===== src/rtl/id_operand_fetch.sv =====
// Decode-stage operand reader: register-file read addressing, $0 forcing, load-use
// hazard detection and ID/EX capture. Define WB_BYPASS_EN to enable write-back bypass.
module id_operand_fetch #(
    parameter int DATA_W     = 32,
    parameter int REG_ADDR_W = 5
) (
    input  logic                  clk,
    input  logic                  reset,
    input  logic [31:0]           instr_in,
    input  logic                  instr_valid,
    input  logic                  stall_in,
    input  logic                  flush,
    output logic [REG_ADDR_W-1:0] rf_reg1,
    output logic [REG_ADDR_W-1:0] rf_reg2,
    input  logic [DATA_W-1:0]     rf_data1,
    input  logic [DATA_W-1:0]     rf_data2,
    input  logic                  wb_reg_write,
    input  logic [REG_ADDR_W-1:0] wb_w_reg,
    input  logic [DATA_W-1:0]     wb_data,
    output logic                  stall_out,
    output logic                  ex_valid,
    output logic [5:0]            ex_opcode,
    output logic [5:0]            ex_funct,
    output logic [REG_ADDR_W-1:0] ex_rs,
    output logic [REG_ADDR_W-1:0] ex_rt,
    output logic [REG_ADDR_W-1:0] ex_rd,
    output logic [DATA_W-1:0]     ex_rs_data,
    output logic [DATA_W-1:0]     ex_rt_data,
    output logic [31:0]           ex_imm
);
    localparam logic [5:0] OP_RTYPE = 6'h00;
    localparam logic [5:0] OP_BEQ   = 6'h04;
    localparam logic [5:0] OP_BNE   = 6'h05;
    localparam logic [5:0] OP_SW    = 6'h2B;
    localparam logic [5:0] OP_LW    = 6'h23;

    logic [5:0]            opcode;
    logic [REG_ADDR_W-1:0] rs, rt, rd;
    logic [DATA_W-1:0]     rs_data, rt_data;
    logic                  uses_rt, hazard;

    assign opcode  = instr_in[31:26];
    assign rs      = instr_in[21 +: REG_ADDR_W];
    assign rt      = instr_in[16 +: REG_ADDR_W];
    assign rd      = instr_in[11 +: REG_ADDR_W];
    assign rf_reg1 = rs;
    assign rf_reg2 = rt;

`ifndef WB_BYPASS_EN
    // Write-back port is only consumed by the bypass build.
    logic unused_wb;
    assign unused_wb = ^{wb_reg_write, wb_w_reg, wb_data};
`endif

    always_comb begin
        rs_data = rf_data1;
        rt_data = rf_data2;
`ifdef WB_BYPASS_EN
        if (wb_reg_write && wb_w_reg == rs) rs_data = wb_data;
        if (wb_reg_write && wb_w_reg == rt) rt_data = wb_data;
`endif
        // $0 is forced last so neither the file nor a bypass can override it.
        if (rs == '0) rs_data = '0;
        if (rt == '0) rt_data = '0;
    end

    assign uses_rt = (opcode == OP_RTYPE) || (opcode == OP_BEQ) ||
                     (opcode == OP_BNE)   || (opcode == OP_SW);

    assign hazard = ex_valid && (ex_opcode == OP_LW) && (ex_rt != '0) && instr_valid &&
                    ((ex_rt == rs) || (uses_rt && ex_rt == rt));

    assign stall_out = hazard || stall_in;

    always_ff @(posedge clk) begin
        if (reset) begin
            ex_valid   <= 1'b0;
            ex_opcode  <= '0;
            ex_funct   <= '0;
            ex_rs      <= '0;
            ex_rt      <= '0;
            ex_rd      <= '0;
            ex_rs_data <= '0;
            ex_rt_data <= '0;
            ex_imm     <= '0;
        end else if (flush) begin
            ex_valid <= 1'b0;
        end else if (stall_in) begin
            ex_valid <= ex_valid;
        end else if (hazard) begin
            // IF/ID is held by stall_out, so this instruction retries next cycle.
            ex_valid <= 1'b0;
        end else begin
            ex_valid   <= instr_valid;
            ex_opcode  <= opcode;
            ex_funct   <= instr_in[5:0];
            ex_rs      <= rs;
            ex_rt      <= rt;
            ex_rd      <= rd;
            ex_rs_data <= rs_data;
            ex_rt_data <= rt_data;
            ex_imm     <= {{16{instr_in[15]}}, instr_in[15:0]};
        end
    end
endmodule


===== config.mk =====
export PLATFORM = sky130hd
export DESIGN_NAME = id_operand_fetch
export DESIGN_NICKNAME = d
export VERILOG_FILES = /design/src/rtl/id_operand_fetch.sv
export SDC_FILE = /design/constraint.sdc
export NUM_CORES = 1
export LEC_CHECK = 0
export CORE_MARGIN = 2
export CORE_UTILIZATION = 35
export CTS_CLUSTER_DIAMETER = 80
export CTS_CLUSTER_SIZE = 12
export DETAILED_ROUTE_END_ITERATION = 12
export MAX_ROUTING_LAYER = met4
export PLACE_DENSITY_LB_ADDON = 0.08
export SYNTH_ARGS = -nofsm -noshare
export SYNTH_HDL_FRONTEND = slang
export SYNTH_SLANG_ARGS = --single-unit
export TNS_END_PERCENT = 1

===== constraint.sdc =====
create_clock -name clk -period 1.85 [get_ports clk]
set_clock_uncertainty 0.05 [all_clocks]
set_input_delay 0.37 -clock clk [delete_from_list [all_inputs] [get_ports clk]]
set_output_delay 0.37 -clock clk [all_outputs]
set_load 0.02 [all_outputs]

Yosys cells after proc, flatten, opt, wreduce, memory -nomap -nowiden. Cells that the tools add are included.

Equal/unequal tests: 6. Mux-type cells: 3. Bitwise gates (word level): 3. Reductions and logical operators: 16.

Operators with widths (number): $mux 32 (2); $eq 6x3->1 const B (2); $eq 6x6->1 const B (2); $eq 5x5->1 (2); $logic_not 5->1 (2); $logic_not 6->1 (1); $logic_and 1x1->1 (5); $logic_or 1x1->1 (5); $reduce_bool 5->1 (1); $not 1->1 (3); $reduce_and 3->1 (1); $reduce_or 2->1 (1); $mux 1 (1).

Register bits after elaboration: 108. Bits of input ports: 139. Output and inout bits: 135. Logic and storage cells: 37.

Longest topological paths before layout.
Word-level depth: 9. Depth in mapped cells: 7. Mapped depth without buffers: 5.

Worst setup path after synthesis. Ideal clock, no wire load.

Path kind: reg2reg. Start point: register ex_opcode[0]. End point: register ex_funct[0]. Library setup time: 0.119 ns. Arrival: 1.853 ns. Data required time: 1.681 ns. Setup slack: -0.172 ns. Cell stages (with the launch flop): 8. Buffers on the path: 2. Clock period less this slack: 2.022 ns. Cell sequence: dfxtp_1 > and4bb_1 > o211ai_1 > or4_4 > and3_1 > buf_6 > buf_8 > mux2i_1.

Cells in the longest elaborated chain, start to end: 7.

Ends and longest elaborated chain: from (decl) (line 22) `output logic [5:0] ex_opcode,`; from (signal assigned) (line 95) `ex_opcode <= opcode;`; $eq 6x6->1 (line 70) `assign hazard = ex_valid && (ex_opcode == OP_LW) && (ex_rt != '0) && instr_valid &&`; $logic_and 1x1->1 (4 in a row) (line 70); $not 1->1 (no source line); $reduce_and 3->1 (no source line); to (signal assigned) (line 96) `ex_funct <= instr_in[5:0];`; to (decl) (line 23) `output logic [5:0] ex_funct,`.

Every way passes these cells. A chain may end at the register's enable or synchronous reset.

Worst setup path after layout.
Start point: register ex_rt[1]. End point: output stall_out.

Cells in the longest elaborated chain, start to end: 5. Elaborated cells on any way between the ends: 9. Those cells by class: 2 x eq/ne; 7 x reduce/logical.

Ends and longest elaborated chain: from (decl) (line 25) `output logic [REG_ADDR_W-1:0] ex_rt,`; from (signal assigned) (line 98) `ex_rt <= rt;`; $eq 5x5->1 or $reduce_bool 5->1 (tied branches) (line 71, 70); $logic_and 1x1->1 (on tied branches) (line 71, 70); $logic_or 1x1->1 or $logic_and 1x1->1 (tied branches) (line 71, 70); $logic_and 1x1->1 * (line 70); $logic_or 1x1->1 * (line 73) `assign stall_out = hazard || stall_in;`; to (decl) (line 20) `output logic stall_out,`.

Every way passes the cells marked *; elsewhere a longest branch is shown, timed or not.

==> results.ini <==
[power_and_ir_drop]
swShare_pct=26.62
p_clk_share_pct=34.3
vdd_drop_max_uv=341.9
p_leak_nw=3.322
p_switching_w=0.001390
p_seq_share_pct=43.3
p_comb_share_pct=22.4
p_int_w=0.003833
power_per_cell_area_nw_per_um2=694.1

[clock_tree]
clock-sinks=97
cts_buffer_depth=2
clock_latency_ps=350
numCtsBuffers=9
cts_tree=built
ctsRootBufferMaster=clkbuf_16
h-tree-depth=3
path_clk_slew_ps=70

[drt]
viasPerCell=4.463
vias=3999
drt_first_iter_violations=164
routed_wl_um=12850
wire_per_inst_um=14.34
drc_errors=0
ant_nets=0
first_pass_iters=4

[min_path]
hold_class=reg2reg
holdPathStages=2

[floorplanning]
die-area_um2=14340
start_util_pct=35.70
fp.coreArea_um2=13140
die-height_um=119.8
rows=42
ios=274
die_w_um=119.8

[layout]
final_cells=896
diodes=0
syn_to_final_growth_pct=60.49
fillCellCount=1217
final_nets=854
drive_above_1_share_pct=12.08

[sta]
layout_min_cycle_time_ps=2316
timing.final.crit_share_pct=125.2
final-setup-viol-count=97
fmax_mhz=431.7
hold_viol=0
slew_headroom_pct=66.58
tightest_slew_ps=501.2
maxSlewViolCount=0
grt_setup_unrepaired=true
hold_slack_ps=423.8
fin_ws_ps=-466.4

[outcome]
violations=negative setup slack
status=finished with violations

[grt]
grt_max_degree=52
gr-usage-all-layers_pct=18.55
first_global_vias=4065
overflow=0
antenna_found_initial=0
grt_pass1_wl_um=20440

[logic_synthesis]
synth.avg_cell_area_um2=9.590
ys_ff_latch=97
synthDistinctLibCells=26
seq_area_frac_synth_pct=41.41
synth_edf_count=0
synth_warnings=0
synth_nets=628
syn_inst=489
synthArstFlopShare_pct=0
synth-main-ff-cell=dfxtp_1
syn-cell-area_um2=4689

[flow_run]
maxCapViolations=0

[critical_path]
rr_worst_depth=7
startpoint_type=flop
end_kind=output pin
required_ps=1430
arrival_ps=1900
cp_max_fo=3
crit_type=reg2out

[placed_design]
gp_congestion=0.7665
dp.cells=877
port_buffers=235
dp_hpwl_um=9411
pre_cts_slack_ps=-999.3

-- area by class of cell --
class,instances,area [um^2],share of cell area (%)
clock buffers,11,252.7,3.358
clock inverters,5,28.78,0.3824
multi-input cells,324,2295,30.49
flip-flops and latches,97,1959,26.03
well taps,176,220.2,2.926
repair buffers,283,2770,36.81
-- path summary, 6_finish.rpt --
check / slack (ps) / start / to
hold reg to reg: 420 / ex_rt_data[29] / ex_rt_data[29]
setup / recovery: -470 / ex_rt[1] / stall_out
setup reg to reg: -330 / ex_rt[1] / ex_opcode[4]
hold / removal: 420 / ex_rt_data[29] / ex_rt_data[29]
-- power by group through the flow --
stage / sequential [W] / combinational [W] / clock [W]
detailed placement: 0.00231 / 0.00119 / 0
global route: 0.00227 / 0.00125 / 0.00195
CTS: 0.00226 / 0.00118 / 0.00185
global placement: 0.00230 / 0.00118 / 0
floorplan: 0.00244 / 0.000453 / 0
finish: 0.00226 / 0.00117 / 0.00179
-- flip-flops by register name, summed over array words and instances (netlist names) --
name	count
ex_funct	5
ex_imm	6
ex_opcode	6
ex_rd	5
ex_rs	5
ex_rs_data	32
ex_rt	5
ex_rt_data	32
ex_valid	1
-- repair_timing --
| item | 4_1_cts | 5_1_grt |
|---|---|---|
| pin swaps | 5 | 2 |
| gates resized for setup | 41 | 5 |
| hold buffers | 0 | 0 |
| buffers inserted | 3 | 0 |
| setup endpoints to repair | 125 | 101 |
-- synth_stat cells, types with 2 or more instances --
cell type / instances / area share, %
nand2b_1: 129 / 17
clkbuf_1: 20 / 1.6
xor2_1: 7 / 1.3
nor3_1: 3 / 0.32
nand3_1: 3 / 0.32
buf_8: 3 / 0.96
nand2_1: 64 / 5.1
nor2_1: 4 / 0.32
xnor2_1: 3 / 0.56
a21oi_1: 2 / 0.21
mux2i_1: 97 / 21
buf_6: 8 / 1.9
buf_4: 37 / 5.9
dfxtp_1: 97 / 41
-- worst max-delay path, stage by stage (launching register included) --
cell      delay (ps)
dfxtp_4          350
or4_4            510
o211ai_1         240
nand4b_1         180
nand3b_1         120
buf_6            150
-- kinds of logic (layout without fill, tap and decap cells) --
kind of cell / Yosys count / after routing / share of synthesized area (%)
AO/OA/AOI/OAI: 4 / 4 / 0.5604
XOR/XNOR: 10 / 10 / 1.868
buffers and inverters: 68 / 299 / 10.41
flip-flops: 97 / 97 / 41.41
multiplexers: 97 / 97 / 20.70
AND/OR/NAND/NOR: 213 / 213 / 25.05
-- layout by cell type, fill, tap and decap left out, drive strengths merged, types with 2 or more instances in the layout --
cell type	Yosys	routed
nand3	3	3
clkinv	0	4
nand2	64	64
buf	48	52
dfxtp	97	97
mux2i	97	97
xor2	7	7
nor3	3	3
nor2	4	4
or4	2	2
clkdlybuf4s50	0	200
dlygate4sd2	0	28
nand2b	129	129
xnor2	3	3
clkbuf	20	11
dlymetal6s2s	0	3
a21oi	2	2
-- stage by stage --
step / setup TNS (ps) / utilization [%] / area (um^2) / total power [W]
2_1_floorplan: -6020 / - / 4705 / 0.002895
3_3_place_gp: -58620 / 54.90 / 7213 / 0.003486
3_5_place_dp: -59060 / 54.90 / 7213 / 0.003499
4_1_cts: -25740 / 57.15 / 7508 / 0.005297
5_1_grt: -32730 / 57.29 / 7526 / 0.005469
6_report: -23810 / 57.29 / 7526 / 0.005224
-- routing by layer --
| metal | up-vias | global-route usage (%) | part of all wire [%] |
|---|---|---|---|
| li1 | 1994 | - | - |
| met3 | 11 | 3.850 | 6.1 |
| met5 | - | - | 0 |
| met4 | 0 | 6.618 | 1.4 |
| met1 | 1846 | 21.96 | 44 |
| met2 | 148 | 31.29 | 48 |
Note: power is estimated with default switching activity, not from simulation.
